==> config.mk <==
export PLATFORM = sky130hd
export DESIGN_NAME = instruction_loader
export DESIGN_NICKNAME = d
export VERILOG_FILES = /design/src/rtl/instruction_loader.sv
export SDC_FILE = /design/constraint.sdc
export NUM_CORES = 1
export LEC_CHECK = 0
export BUFFER_PORTS_ARGS = -buffer_cell sky130_fd_sc_hd__clkbuf_2
export CORE_ASPECT_RATIO = 2
export CORE_MARGIN = 4
export CORE_UTILIZATION = 40
export DETAILED_ROUTE_END_ITERATION = 16
export GPL_ROUTABILITY_DRIVEN = 0
export HOLD_SLACK_MARGIN = 0.1
export PLACE_DENSITY = 0.59
export SETUP_SLACK_MARGIN = 0.02
export SLEW_MARGIN = 25
export SYNTH_ARGS = -nofsm -noshare
export SYNTH_HDL_FRONTEND = slang
export SYNTH_SLANG_ARGS = --single-unit
==> constraint.sdc <==
create_clock -name clk -period 2.4 [get_ports clk]
set_clock_uncertainty 0.15 [all_clocks]
set_input_delay 0.12 -clock clk [delete_from_list [all_inputs] [get_ports clk]]
set_output_delay 0.12 -clock clk [all_outputs]
set_load 0.01 [all_outputs]
==> src/rtl/instruction_loader.sv <==
// Byte-stream instruction loader: assembles 9-bit words and writes them to
// instruction memory, holding the CPU in reset until the program is loaded.
module instruction_loader #(
    parameter int INSTR_WIDTH = 9,
    parameter int ADDR_WIDTH  = 12,
    parameter int MAX_WORDS   = 4096,
    parameter int BASE_ADDR   = 0
) (
    input  logic                   clk,
    input  logic                   reset,
    input  logic                   start,
    input  logic [7:0]             in_data,
    input  logic                   in_valid,
    output logic                   in_ready,
    output logic                   mem_we,
    output logic [ADDR_WIDTH-1:0]  mem_waddr,
    output logic [INSTR_WIDTH-1:0] mem_wdata,
    output logic [ADDR_WIDTH:0]    words_written,
    output logic                   done,
    output logic                   error,
    output logic                   cpu_hold
);

    localparam int WW = ADDR_WIDTH + 1;
    localparam logic [ADDR_WIDTH-1:0] BASE = ADDR_WIDTH'(BASE_ADDR);
    localparam logic [16:0] MAX_N = 17'(MAX_WORDS);

    typedef enum logic [2:0] {
        IDLE,
        LEN_LO,
        LEN_HI,
        DATA_LO,
        DATA_HI,
        DONE,
        ERROR
    } state_t;

    state_t state_q;
    state_t state_d;

    logic [7:0]            len_lo_q;
    logic [15:0]           len_q;
    logic [7:0]            lo_q;
    logic [ADDR_WIDTH-1:0] addr_q;

    logic [15:0] len_in;
    logic        len_bad;
    logic        len_zero;
    logic        hi_bad;
    logic        last_word;
    logic        start_ok;
    logic        accept;
    logic        wr_fire;

    assign len_in    = {in_data, len_lo_q};
    assign len_bad   = {1'b0, len_in} > MAX_N;
    assign len_zero  = len_in == 16'd0;
    assign hi_bad    = in_data[7:1] != 7'd0;
    assign last_word = (17'(words_written) + 17'd1) == {1'b0, len_q};

    always_ff @(posedge clk) begin
        if (!reset) begin
            state_q <= IDLE;
        end else begin
            state_q <= state_d;
        end
    end

    always_comb begin
        state_d = state_q;
        unique case (state_q)
            IDLE, DONE, ERROR: begin
                if (start) state_d = LEN_LO;
            end
            LEN_LO: begin
                if (accept) state_d = LEN_HI;
            end
            LEN_HI: begin
                if (accept) begin
                    if (len_bad)       state_d = ERROR;
                    else if (len_zero) state_d = DONE;
                    else               state_d = DATA_LO;
                end
            end
            DATA_LO: begin
                if (accept) state_d = DATA_HI;
            end
            DATA_HI: begin
                if (accept) begin
                    if (hi_bad)         state_d = ERROR;
                    else if (last_word) state_d = DONE;
                    else                state_d = DATA_LO;
                end
            end
            default: state_d = IDLE;
        endcase
    end

    always_comb begin
        in_ready = 1'b0;
        start_ok = 1'b0;
        unique case (state_q)
            LEN_LO, LEN_HI, DATA_LO, DATA_HI: in_ready = 1'b1;
            default:                          start_ok = start;
        endcase
        accept  = in_ready && in_valid;
        wr_fire = accept && (state_q == DATA_HI) && !hi_bad;
    end

    // Write port is registered: the strobe lands one cycle after the
    // accepting high-byte edge, together with the counter and done.
    always_ff @(posedge clk) begin
        if (!reset) begin
            len_lo_q      <= '0;
            len_q         <= '0;
            lo_q          <= '0;
            addr_q        <= BASE;
            mem_we        <= 1'b0;
            mem_waddr     <= '0;
            mem_wdata     <= '0;
            words_written <= '0;
            done          <= 1'b0;
            error         <= 1'b0;
            cpu_hold      <= 1'b1;
        end else begin
            mem_we <= wr_fire;
            if (start_ok) begin
                addr_q        <= BASE;
                words_written <= '0;
                done          <= 1'b0;
                error         <= 1'b0;
                cpu_hold      <= 1'b1;
            end else begin
                if (done) cpu_hold <= 1'b0;
                if (accept) begin
                    unique case (state_q)
                        LEN_LO: len_lo_q <= in_data;
                        LEN_HI: begin
                            len_q <= len_in;
                            if (len_bad)       error <= 1'b1;
                            else if (len_zero) done  <= 1'b1;
                        end
                        DATA_LO: lo_q <= in_data;
                        DATA_HI: begin
                            if (hi_bad) begin
                                error <= 1'b1;
                            end else begin
                                mem_waddr     <= addr_q;
                                mem_wdata     <= INSTR_WIDTH'({in_data[0], lo_q});
                                addr_q        <= addr_q + ADDR_WIDTH'(1);
                                words_written <= words_written + WW'(1);
                                if (last_word) done <= 1'b1;
                            end
                        end
                        default: ;
                    endcase
                end
            end
        end
    end

endmodule

==> run_summary.xml <==
<?xml version="1.0" encoding="UTF-8"?>
<metrics>
  <group name="route">
    <metric name="drcViolationCount" unit="">0</metric>
    <metric name="detail_route.iter0.violations" unit="">163</metric>
    <metric name="drt_pass1_iterations" unit="">4</metric>
    <metric name="ant_nets" unit="">0</metric>
    <metric name="wl_per_cell" unit="um">15.2</metric>
    <metric name="routed_wirelength" unit="mm">10.7</metric>
    <metric name="vias" unit="">3647</metric>
    <metric name="vias_per_cell" unit="">5.20</metric>
  </group>
  <group name="layout">
    <metric name="leading_cell_types_in_the_layout_fill_and_taps_excluded" unit="">113 x nand2_1, 82 x dfxtp_1, 57 x a21oi_1</metric>
    <metric name="fill_cells" unit="">937</metric>
    <metric name="final-instance-count-excl-fill" unit="">701</metric>
    <metric name="final_cell_area_excluding_filler_cells" unit="mm^2">0.00489</metric>
    <metric name="total_number_of_nets_in_the_final_design" unit="">580</metric>
    <metric name="diodes_inserted" unit="">0</metric>
    <metric name="final_layout_size_suffix_gt1_share" unit="%">20.0</metric>
    <metric name="layout.cells.most_common" unit="">nand2_1</metric>
    <metric name="area_growth" unit="%">25.2</metric>
    <metric name="multiInputGateArea" unit="mm^2">0.00211</metric>
    <metric name="area.sequential" unit="mm^2">0.00171</metric>
  </group>
  <group name="place">
    <metric name="dp_hpwl" unit="mm">7.93</metric>
    <metric name="placedCellCount" unit="">672</metric>
    <metric name="port_buffers" unit="">50</metric>
    <metric name="placement.cell_area" unit="mm^2">0.00444</metric>
    <metric name="preCtsSetupSlack" unit="ns">-0.0242</metric>
  </group>
  <group name="logic_synthesis">
    <metric name="netlist_instances" unit="">491</metric>
    <metric name="synth_sequential_area_ratio" unit="%">43.5</metric>
    <metric name="ys.flop_type" unit="">dfxtp_1</metric>
    <metric name="synth-edff-count" unit="">0</metric>
    <metric name="ys_warn_count" unit="">0</metric>
    <metric name="count_of_distinct_cell_types_in_the_synthesized_netlist" unit="">48</metric>
    <metric name="ys_seq_elements" unit="">85</metric>
    <metric name="netlist_area" unit="mm^2">0.00391</metric>
    <metric name="synthesized_nets" unit="">505</metric>
    <metric name="synthesis.area_per_instance" unit="um^2">7.96</metric>
    <metric name="synth-async-reset-ratio" unit="%">0</metric>
  </group>
  <group name="power_and_ir_drop">
    <metric name="irDropWorstVdd" unit="uV">452</metric>
    <metric name="power-per-cell-area" unit="mW/mm^2">745</metric>
    <metric name="leakage" unit="nW">1.83</metric>
  </group>
  <group name="clock_network">
    <metric name="cts.htree.levels" unit="">3</metric>
    <metric name="clock_sink_count" unit="">85</metric>
    <metric name="clkSlewWorstSetupHoldPaths" unit="ns">0.07</metric>
    <metric name="clockRootBuffer" unit="">clkbuf_16</metric>
    <metric name="max-clock-path-buffers" unit="">2</metric>
    <metric name="tritoncts.num_buffers" unit="">9</metric>
    <metric name="clock_latency" unit="ns">0.34</metric>
    <metric name="cts_tree" unit="">built</metric>
  </group>
  <group name="setup_path">
    <metric name="timing.setup.critical_path_class" unit="">reg2reg</metric>
    <metric name="worst-path-buf-inv" unit="">1</metric>
    <metric name="critPathArrivalTime" unit="ns">2.39</metric>
    <metric name="path_max_fanout" unit="">4</metric>
    <metric name="worst_path_dominant_cell_family" unit="">simple AND/OR/NAND/NOR gates</metric>
    <metric name="critical_path_required" unit="ns">2.48</metric>
    <metric name="crit_chain" unit="">ha_1 -&gt; buf_4 -&gt; nand2b_1 -&gt; or3b_2 -&gt; a221oi_2 -&gt; nand4b_1 -&gt; a22o_1</metric>
    <metric name="critPathCaptureType" unit="">flip-flop</metric>
    <metric name="setup.worst_path.start_class" unit="">flip-flop</metric>
    <metric name="timing.critical_path.slowest_stage_cell" unit="">or3b_2</metric>
    <metric name="critPathMaxStageDelay" unit="ns">0.46</metric>
  </group>
  <group name="outcome">
    <metric name="status" unit="">finished clean</metric>
  </group>
  <group name="timing">
    <metric name="fin_tns_setup" unit="ns">0</metric>
    <metric name="fin_crit" unit="ns">2.31</metric>
    <metric name="post-route-period-util" unit="%">96.2</metric>
    <metric name="maxSlewHeadroom" unit="%">59.3</metric>
    <metric name="finalSetupViolCount" unit="">0</metric>
    <metric name="worst_pin_slew" unit="ns">0.595</metric>
    <metric name="max_freq" unit="MHz">433</metric>
    <metric name="setup_repair_after_global_routing_missed_its_margin" unit="">true</metric>
    <metric name="slew_violations" unit="">0</metric>
    <metric name="finalHoldViolations" unit="">0</metric>
    <metric name="hold_ws" unit="ns">0.133</metric>
    <metric name="worst_slack" unit="ns">0.0903</metric>
  </group>
  <group name="floorplan">
    <metric name="design.portCount" unit="">51</metric>
    <metric name="die_height" unit="um">148</metric>
    <metric name="num_rows" unit="">50</metric>
    <metric name="die_w" unit="um">77.9</metric>
    <metric name="die-area" unit="mm^2">0.0115</metric>
    <metric name="coreArea" unit="mm^2">0.00945</metric>
    <metric name="initial_core_utilization" unit="%">41.4</metric>
  </group>
  <group name="worst_hold_path">
    <metric name="worstHoldPathType" unit="">in2reg</metric>
  </group>
  <group name="global_route">
    <metric name="grt_antenna_before_repair" unit="">0</metric>
    <metric name="grt_busiest_layer" unit="">met2</metric>
    <metric name="globalRouteTotalUtil" unit="%">19.1</metric>
    <metric name="grt_pass1_wl" unit="mm">17.5</metric>
    <metric name="global_route.overflow_total" unit="">0</metric>
    <metric name="maximum_number_of_pins_on_one_net_before_global_route_repair" unit="">39</metric>
    <metric name="grtUsageMet3" unit="%">3.23</metric>
    <metric name="globalRouteMet2Util" unit="%">33.5</metric>
    <metric name="global_route.usage.met1" unit="%">20.8</metric>
    <metric name="vias_in_the_first_global_route" unit="">3561</metric>
  </group>
  <group name="job">
    <metric name="max-cap-violations" unit="">0</metric>
  </group>
</metrics>
[final timing paths]
check	startpoint	to	slack, ns	depth (start not counted)
max	words_written[0]	state_q[1]	0.09	7
min reg2reg	lo_q[5]	mem_wdata[5]	0.30	2
min	in_valid	error	0.13	3
max reg2reg	words_written[0]	state_q[1]	0.09	7
[Yosys cell counts (2+ instances only)]
cell type    n  area, um^2
o22ai_1      2        12.5
or4_1        3        22.5
nand4_1      5        31.3
nor2b_1      8        50.1
o41ai_1      2        17.5
buf_2        6        30.0
dfxtp_1     85        1700
nor4_4       2        42.5
nand3_1     10        50.1
and4_1       4        35.0
a31oi_1      2        12.5
o31ai_1      3        22.5
nor3_1      10        50.1
nor2_1      42         158
a221oi_1     2        17.5
inv_1        9        33.8
a21o_1       2        15.0
ha_1         2        25.0
and3_1       7        43.8
a2111oi_0    3        26.3
o211ai_1     2        15.0
mux2i_1     10         100
nor4_1       4        25.0
clkbuf_1    22        82.6
nand2_1    113         424
o32ai_1      2        17.5
nand2b_1     2        12.5
xor2_1      14         123
a211oi_1     3        22.5
xnor2_1     19         166
o21ai_0     12        60.1
or3_1        7        43.8
a21oi_1     57         285
[flip-flops by register name (all words and copies together) (netlist names)]
signal,count
len_q,16
words_written,13
addr_q,12
mem_waddr,12
mem_wdata,9
len_lo_q,8
lo_q,8
state_q,3
cpu_hold,1
done,1
error,1
mem_we,1
[metrics by stage]
step,util (%),power (mW)
5_1_grt,51.8,3.83
3_3_place_gp,47.0,2.30
2_1_floorplan,-,2.05
3_5_place_dp,47.0,2.30
4_1_cts,51.2,3.66
6_report,51.8,3.64
[timing repair]
item	in CTS	in global routing
gates resized for setup	2	9
hold buffers	9	0
pin swaps	1	4
endpoints found under the hold margin	27	0
setup endpoints to repair	1	6
buffers inserted	0	4
[metal layers]
metal  up-vias  share of wire [%]
li1       1834                  -
met1      1698                 39
met2        88                 53
met3        27                3.7
met4         0                4.1
met5         -                  0
[tightest hold or removal path, cell delays in order]
cell and delay, ns:
clkbuf_2 0.24, a31oi_1 0.14, nor2_1 0.08
[cell families after synthesis]
group	count (synthesis)	synth area share, %
AND/OR/NAND/NOR	225	27.2
AO/OA/AOI/OAI	99	15.0
flip-flops	85	43.5
buffers and inverters	37	3.75
XOR/XNOR	33	7.40
multiplexers	10	2.56
adder cells (fa/ha/maj)	2	0.640
[report_power, final]
group | switching, mW | total (mW) | leakage, nW | internal [mW]
registers | 0.0796 | 1.55 | 0.687 | 1.47
clock network | 0.607 | 1.33 | 0.136 | 0.724
logic | 0.439 | 0.764 | 1.01 | 0.325
[area by class of cell]
type                            count  area share, %
Clock inverter                      7           1.36
Multi-Input combinational cell    369           43.1
Tap cell                          130           3.33
Timing Repair Buffer               92           12.0
Clock buffer                        9           4.60
Inverter                            9          0.691
Sequential cell                    85           34.9
Note: power is estimated with default switching activity, not from simulation.
